`src/rtl/dc_pkg.sv`:
```
// Shared constants and types for the DC launch sequencer: opcodes, command word
// indices and the sequencer state encoding.
package dc_pkg;

   localparam int DAC_CHANNEL_DEFAULT = 24;
   localparam int MIN_PERIOD_DEFAULT  = 2;

   localparam logic [7:0] LSEQ_OP_START = 8'h01;
   localparam logic [7:0] LSEQ_OP_STOP  = 8'h02;

   localparam int LSEQ_W_CTRL   = 0;
   localparam int LSEQ_W_DELAY  = 1;
   localparam int LSEQ_W_REPEAT = 2;
   localparam int LSEQ_W_PERIOD = 3;

   typedef enum logic [1:0] {
      IDLE,
      DELAY,
      FIRE,
      PERIOD
   } lseq_state_t;

   // Word 0 sits in the low 32 bits of the flattened command bus.
   function automatic logic [31:0] lseq_word(input logic [127:0] cmd, input int idx);
      return cmd[idx*32 +: 32];
   endfunction

endpackage

```
`src/rtl/lseq_down_counter.sv`:
```
// 32-bit loadable down counter with zero flag; shared by the delay and period phases.
module lseq_down_counter (
   input  logic        clk_i,
   input  logic        rst_ni,
   input  logic        load_i,
   input  logic [31:0] load_val_i,
   input  logic        dec_i,
   output logic        zero_o
);

   logic [31:0] count_q;

   always_ff @(posedge clk_i or negedge rst_ni) begin
      if (!rst_ni) begin
         count_q <= '0;
      end else if (load_i) begin
         count_q <= load_val_i;
      end else if (dec_i && (count_q != 32'd0)) begin
         count_q <= count_q - 32'd1;
      end
   end

   assign zero_o = (count_q == 32'd0);

endmodule

```
`src/rtl/dc_launch_sequencer.sv`:
```
// Launch sequencer: tracks loaded DAC channel frames and emits timed trigger pulses.
// Optional LSEQ_PULSE_IDX_EN adds o_pulse_idx reporting the 0-based index of each pulse.
module dc_launch_sequencer
   import dc_pkg::*;
#(
   parameter int DAC_CHANNEL = DAC_CHANNEL_DEFAULT,
   parameter int MIN_PERIOD  = MIN_PERIOD_DEFAULT
) (
   input  logic                   i_clk,
   input  logic                   i_rst,
   input  logic                   i_valid_frame,
   input  logic [4:0]             i_channel_sel,
   input  logic [127:0]           i_launch_cmd,
   input  logic                   i_launch_valid,
   output logic [DAC_CHANNEL-1:0] o_trig,
   output logic [DAC_CHANNEL-1:0] o_ch_loaded,
   output logic                   o_busy,
   output logic                   o_done,
   output logic                   o_abort,
`ifdef LSEQ_PULSE_IDX_EN
   output logic [15:0]            o_pulse_idx,
`endif
   output logic                   o_cmd_err
);

   // The period phase needs at least two states (FIRE + PERIOD), so never go below 2.
   localparam logic [31:0] MIN_P = (MIN_PERIOD < 2) ? 32'd2 : 32'(MIN_PERIOD);
   localparam logic [5:0]  CH_LIMIT = 6'(DAC_CHANNEL);
   localparam logic [DAC_CHANNEL-1:0] ONE_HOT0 = {{(DAC_CHANNEL-1){1'b0}}, 1'b1};

   lseq_state_t state_q, state_d;

   logic                   launch_prev_q;
   logic [DAC_CHANNEL-1:0] loaded_q, loaded_d;
   logic [DAC_CHANNEL-1:0] active_q, active_d;
   logic [DAC_CHANNEL-1:0] refreshed_q, refreshed_d;
   logic [15:0]            repeat_q, repeat_d;
   logic [15:0]            pulse_cnt_q, pulse_cnt_d;
   logic [31:0]            period_ld_q, period_ld_d;
   logic                   done_q, done_d;
   logic                   abort_q, abort_d;
   logic                   err_q, err_d;

   logic                   cnt_load, cnt_dec, cnt_zero;
   logic [31:0]            cnt_val;

   logic [31:0]            w0, w1, w2, w3, period_eff;
   logic [7:0]             opcode;
   logic [DAC_CHANNEL-1:0] frame_bit, start_active;
   logic                   cmd_rise, is_start, is_stop, is_bad;
   logic                   unused_cmd_bits;

   assign w0 = lseq_word(i_launch_cmd, LSEQ_W_CTRL);
   assign w1 = lseq_word(i_launch_cmd, LSEQ_W_DELAY);
   assign w2 = lseq_word(i_launch_cmd, LSEQ_W_REPEAT);
   assign w3 = lseq_word(i_launch_cmd, LSEQ_W_PERIOD);
   assign unused_cmd_bits = ^{w0, w2[31:16]};

   assign opcode       = w0[31:24];
   assign cmd_rise     = i_launch_valid & ~launch_prev_q;
   assign is_start     = cmd_rise && (opcode == LSEQ_OP_START);
   assign is_stop      = cmd_rise && (opcode == LSEQ_OP_STOP);
   assign is_bad       = cmd_rise && !is_start && !is_stop;
   assign start_active = w0[DAC_CHANNEL-1:0] & loaded_q;
   assign period_eff   = (w3 < MIN_P) ? MIN_P : w3;
   assign frame_bit    = (i_valid_frame && ({1'b0, i_channel_sel} < CH_LIMIT)) ?
                         (ONE_HOT0 << i_channel_sel) : '0;

   lseq_down_counter u_cnt (
      .clk_i      (i_clk),
      .rst_ni     (i_rst),
      .load_i     (cnt_load),
      .load_val_i (cnt_val),
      .dec_i      (cnt_dec),
      .zero_o     (cnt_zero)
   );

   always_ff @(posedge i_clk or negedge i_rst) begin
      if (!i_rst) begin
         state_q       <= IDLE;
         launch_prev_q <= 1'b0;
         loaded_q      <= '0;
         active_q      <= '0;
         refreshed_q   <= '0;
         repeat_q      <= '0;
         pulse_cnt_q   <= '0;
         period_ld_q   <= '0;
         done_q        <= 1'b0;
         abort_q       <= 1'b0;
         err_q         <= 1'b0;
      end else begin
         state_q       <= state_d;
         launch_prev_q <= i_launch_valid;
         loaded_q      <= loaded_d;
         active_q      <= active_d;
         refreshed_q   <= refreshed_d;
         repeat_q      <= repeat_d;
         pulse_cnt_q   <= pulse_cnt_d;
         period_ld_q   <= period_ld_d;
         done_q        <= done_d;
         abort_q       <= abort_d;
         err_q         <= err_d;
      end
   end

   always_comb begin
      state_d     = state_q;
      active_d    = active_q;
      repeat_d    = repeat_q;
      period_ld_d = period_ld_q;
      pulse_cnt_d = pulse_cnt_q;
      refreshed_d = refreshed_q | frame_bit;
      loaded_d    = loaded_q | frame_bit;
      done_d      = 1'b0;
      abort_d     = 1'b0;
      err_d       = is_bad;
      cnt_load    = 1'b0;
      cnt_val     = w1;
      cnt_dec     = 1'b0;

      case (state_q)
         IDLE: begin
            if (is_start) begin
               if (start_active == '0) begin
                  err_d = 1'b1;
               end else begin
                  state_d     = DELAY;
                  active_d    = start_active;
                  repeat_d    = w2[15:0];
                  period_ld_d = period_eff - 32'd2;
                  pulse_cnt_d = '0;
                  refreshed_d = frame_bit;
                  cnt_load    = 1'b1;
                  cnt_val     = w1;
               end
            end
         end
         DELAY, PERIOD: begin
            if (cnt_zero) state_d = FIRE;
            else          cnt_dec = 1'b1;
         end
         FIRE: begin
            pulse_cnt_d = pulse_cnt_q + 16'd1;
            // Channels refreshed during the run keep their loaded bit at completion.
            if ((repeat_q != 16'd0) && (pulse_cnt_d == repeat_q)) begin
               state_d  = IDLE;
               done_d   = 1'b1;
               loaded_d = (loaded_q & ~(active_q & ~refreshed_q)) | frame_bit;
            end else begin
               state_d  = PERIOD;
               cnt_load = 1'b1;
               cnt_val  = period_ld_q;
            end
         end
         default: state_d = IDLE;
      endcase

      if (state_q != IDLE) begin
         if (is_start) err_d = 1'b1;
         if (is_stop) begin
            state_d  = IDLE;
            abort_d  = 1'b1;
            done_d   = 1'b0;
            loaded_d = loaded_q | frame_bit;
         end
      end
   end

`ifdef LSEQ_PULSE_IDX_EN
   logic [15:0] pulse_idx_q;

   always_ff @(posedge i_clk or negedge i_rst) begin
      if (!i_rst) begin
         pulse_idx_q <= '0;
      end else if (state_d == IDLE) begin
         pulse_idx_q <= '0;
      end else if ((state_d == FIRE) && (state_q != FIRE)) begin
         pulse_idx_q <= pulse_cnt_q;
      end
   end

   assign o_pulse_idx = pulse_idx_q;
`endif

   assign o_trig      = (state_q == FIRE) ? active_q : '0;
   assign o_ch_loaded = loaded_q;
   assign o_busy      = (state_q != IDLE);
   assign o_done      = done_q;
   assign o_abort     = abort_q;
   assign o_cmd_err   = err_q;

endmodule

```
`config.mk`:
```
export PLATFORM = sky130hd
export DESIGN_NAME = dc_launch_sequencer
export DESIGN_NICKNAME = d
export VERILOG_FILES = /design/src/rtl/dc_pkg.sv /design/src/rtl/lseq_down_counter.sv /design/src/rtl/dc_launch_sequencer.sv
export SDC_FILE = /design/constraint.sdc
export NUM_CORES = 1
export LEC_CHECK = 0
export CAP_MARGIN = 20
export CORE_ASPECT_RATIO = 1.4
export CORE_MARGIN = 2
export CORE_UTILIZATION = 38
export CTS_CLUSTER_DIAMETER = 120
export DETAILED_ROUTE_END_ITERATION = 10
export SETUP_SLACK_MARGIN = 0.02
export SLEW_MARGIN = 15
export SYNTH_ARGS = -nofsm -noshare
export SYNTH_HDL_FRONTEND = slang
export SYNTH_HIERARCHICAL = 1
export SYNTH_SLANG_ARGS = --single-unit
```
`constraint.sdc`:
```
create_clock -name i_clk -period 5 [get_ports i_clk]
set_input_delay 0.5 -clock i_clk [delete_from_list [all_inputs] [get_ports i_clk]]
set_output_delay 0.5 -clock i_clk [all_outputs]
set_load 0.03 [all_outputs]
```
==> run_results.csv <==
group,metric,value,unit
status,outcome,"finished clean",
grt,grt_pass1_wl,44240,um
yosys,yosysWarnings,6,
flow_run,cap_violations,0,
yosys,async_flop_share,100.0,%
grt,grt-ovfl-total,0,
routing,dr.pass1.iters,5,
yosys,synth-seq-cells,174,
grt,grt_max_degree,153,
place,port_buffers,172,
routing,wl_per_cell,18.38,um
routing,drt_iter0_markers,509,
sta,max_freq,249.1,MHz
sta,slew_headroom,34.16,%
routing,dr_total_vias,8152,
power_and_ir_drop,power.density,370.5,mW/mm^2
setup_path,required,5.30,ns
routing,drt-vias-per-instance,5.438,
sta,drv_slew,0,
sta,setup_viol,0,
routing,antenna_left,0,
place,gp_congestion,0.8567,
clocking,clock_latency,0.44,ns
setup_path,worst-path-max-fanout,25,
finish,drive_above_1_share,10.70,%
yosys,ys_top_cells_by_area,"dfrtp_1, nand2_1, o21ai_0",
clocking,clk_path_buf_depth,2,
clocking,cts.sink_count,174,
yosys,synth_area,0.009639,mm^2
sta,period_share,80.29,%
routing,drc,0,
yosys,syn_nets,1156,
power_and_ir_drop,peakVddDrop,0.2528,mV
finish,nFillCells,2398,
yosys,synth_area_per_cell,9.497,um^2
sta,rsz0062_at_grt,"false",
clocking,cts.repair.resized,0,
sta,tightest_slew,0.9876,ns
clocking,ctsHoldBuffers,0,
sta,setup_tns,0,ns
die,fp.dieH,192.5,um
die,pin_count,189,
clocking,postCtsSetupBuffers,0,
clocking,root_buffer,"clkbuf_16",
die,core_area,0.02512,mm^2
hold_path,holdCritPathClass,"in -> async",
finish,area_growth_syn_to_layout,27.05,%
routing,routed_wl,27550,um
clocking,numCtsBuffers,17,
setup_path,worstSetupPathType,"reg -> reg",
setup_path,start_kind,"register",
yosys,synth_edf_count,0,
clocking,cts_tree,"built",
die,placementRows,69,
place,post-dp-hpwl,19600,um
power_and_ir_drop,leakage,0.005147,uW
yosys,synthCells,1015,
setup_path,cp-end-kind,"register",
clocking,htree_levels,4,
finish,nets,1306,
grt,grt_use_total,21.06,%
sta,hold_violations,0,
finish,final_cells,1499,
yosys,synth_top_cell_by_area,"dfrtp_1",
grt,grt_antenna_before_repair,1,
sta,fin_crit,4.014,ns
yosys,yosys_most_used_dff,"dfrtp_1",
place,place_inst,1465,
die,dieArea,0.02667,mm^2
die,start_util,38.37,%
clocking,clk_pin_slew,0.07,ns
setup_path,arrival,4.32,ns
die,fp.dieW,138.6,um
yosys,synth_cell_type_count,63,
sta,skew,0.008341,ns
yosys,yosysTopAreaCellShare,45.17,%
yosys,yosysSeqAreaShare,45.17,%
grt,grt_pass1_vias,8160,
-- final timing paths --
check / start / to / slack [ns] / cells past startpoint
max: pulse_cnt_q[0] / u_cnt/count_q[15] / 0.99 / 11
max in group asynchronous: i_rst / u_cnt/count_q[6] / 3.68 / 2
min reg2reg: refreshed_q[8] / refreshed_q[8] / 0.47 / 2
max reg2reg: pulse_cnt_q[0] / u_cnt/count_q[15] / 0.99 / 11
min in group i_clk: refreshed_q[8] / refreshed_q[8] / 0.47 / 2
min: i_rst / period_ld_q[27] / 0.17 / 1
-- synth_stat cells, types with 4 or more instances --
| library cell | instances |
|---|---|
| dfrtp_1 | 174 |
| nand2_1 | 142 |
| o21ai_0 | 101 |
| nor2_1 | 68 |
| clkbuf_1 | 41 |
| xnor2_1 | 34 |
| nand4_1 | 29 |
| mux2_4 | 28 |
| and2_1 | 27 |
| inv_1 | 22 |
| mux2_2 | 22 |
| nand3_1 | 22 |
| nor3_1 | 22 |
| xor2_1 | 22 |
| nor2b_1 | 21 |
| a31oi_1 | 19 |
| or3_1 | 19 |
| and3_1 | 15 |
| or4_1 | 15 |
| nor4_1 | 14 |
| a22o_1 | 13 |
| a21o_1 | 11 |
| or3b_2 | 11 |
| o22a_1 | 10 |
| o31ai_1 | 10 |
| a21oi_1 | 8 |
| nand2b_1 | 8 |
| a311o_1 | 6 |
| buf_6 | 6 |
| or2_2 | 6 |
| nor3b_1 | 5 |
| o311ai_0 | 5 |
| and4_1 | 4 |
| ha_1 | 4 |
| o41ai_1 | 4 |
-- layout make-up --
cell class              count  area (um^2)  area share (%)
multi-input cells         766         4960           40.50
clock inverters            15        198.9           1.624
diodes                      2        5.005         0.04087
clock buffers              17        425.4           3.474
flip-flops and latches    174         4354           35.55
repair buffers            183         1818           14.84
well taps                 319        399.1           3.259
inverters                  23        86.33          0.7049
-- layer usage --
layer | global-route usage (%) | part of all wire [%] | routed length (um)
met5 | 0 | 0 | 0
met4 | 8.203 | 2.3 | 623
met3 | 3.722 | 4.0 | 1095
met2 | 36.20 | 50 | 13900
met1 | 26.52 | 43 | 11930
-- layout by cell type, fill, tap and decap left out, drive strengths merged, types with 27 or more instances in the layout --
cell           count
dfrtp            174
and2              27
o21ai            104
xnor2             34
nor2              68
clkdlybuf4s50    171
nand4             30
mux2              50
nand2            142
inv               30
-- report_power, final --
group / total [uW] / switching (uW) / internal (uW)
Sequential: 1890 / 247 / 1640
Clock: 1430 / 626 / 805
Combinational: 1220 / 657 / 562
-- through the flow --
stage | setup WS [ns] | cell area, um^2 | hold slack, ns | util [%] | total power (uW)
after floorplan | 1.796 | 9639 | 0.2044 | - | 2677
after global placement | 0.9855 | 11620 | 0.4505 | 46.24 | 3098
after detailed placement | 0.9755 | 11620 | 0.4546 | 46.24 | 3124
after CTS | 0.9686 | 12240 | 0.2087 | 48.73 | 4580
after global routing | 0.5883 | 12240 | 0.2361 | 48.73 | 4792
final | 0.9856 | 12250 | 0.1715 | 48.75 | 4537
-- sequential cells by signal, indices dropped and copies added, names as in the netlist --
signal,cells
period_ld_q,32
u_cnt/count_q,32
active_q,24
o_ch_loaded,24
refreshed_q,24
pulse_cnt_q,16
repeat_q,16
state_q,2
launch_prev_q,1
o_abort,1
o_cmd_err,1
o_done,1
-- worst max-delay path, cell delays in order, from the launching register on --
cell and delay, ns:
dfrtp_1 0.49, ha_1 0.33, nand3_1 0.20, nor2_1 0.30, xnor2_1 0.17, o311ai_0 0.23
nor4_4 0.31, buf_4 0.27, a31o_2 0.20, nand2_1 0.53, or2_2 0.52, o311ai_0 0.34
-- cell families after synthesis --
logic type               Yosys count  share of synthesized area (%)
multiplexers                      50                          6.931
flip-flops                       174                          45.17
adder cells (fa/ha/maj)            4                         0.5192
buffers and inverters             75                          3.479
XOR/XNOR                          57                          5.322
AO/OA/AOI/OAI                    207                          13.94
AND/OR/NAND/NOR                  448                          24.64
Power figures use the tool's default switching activity.
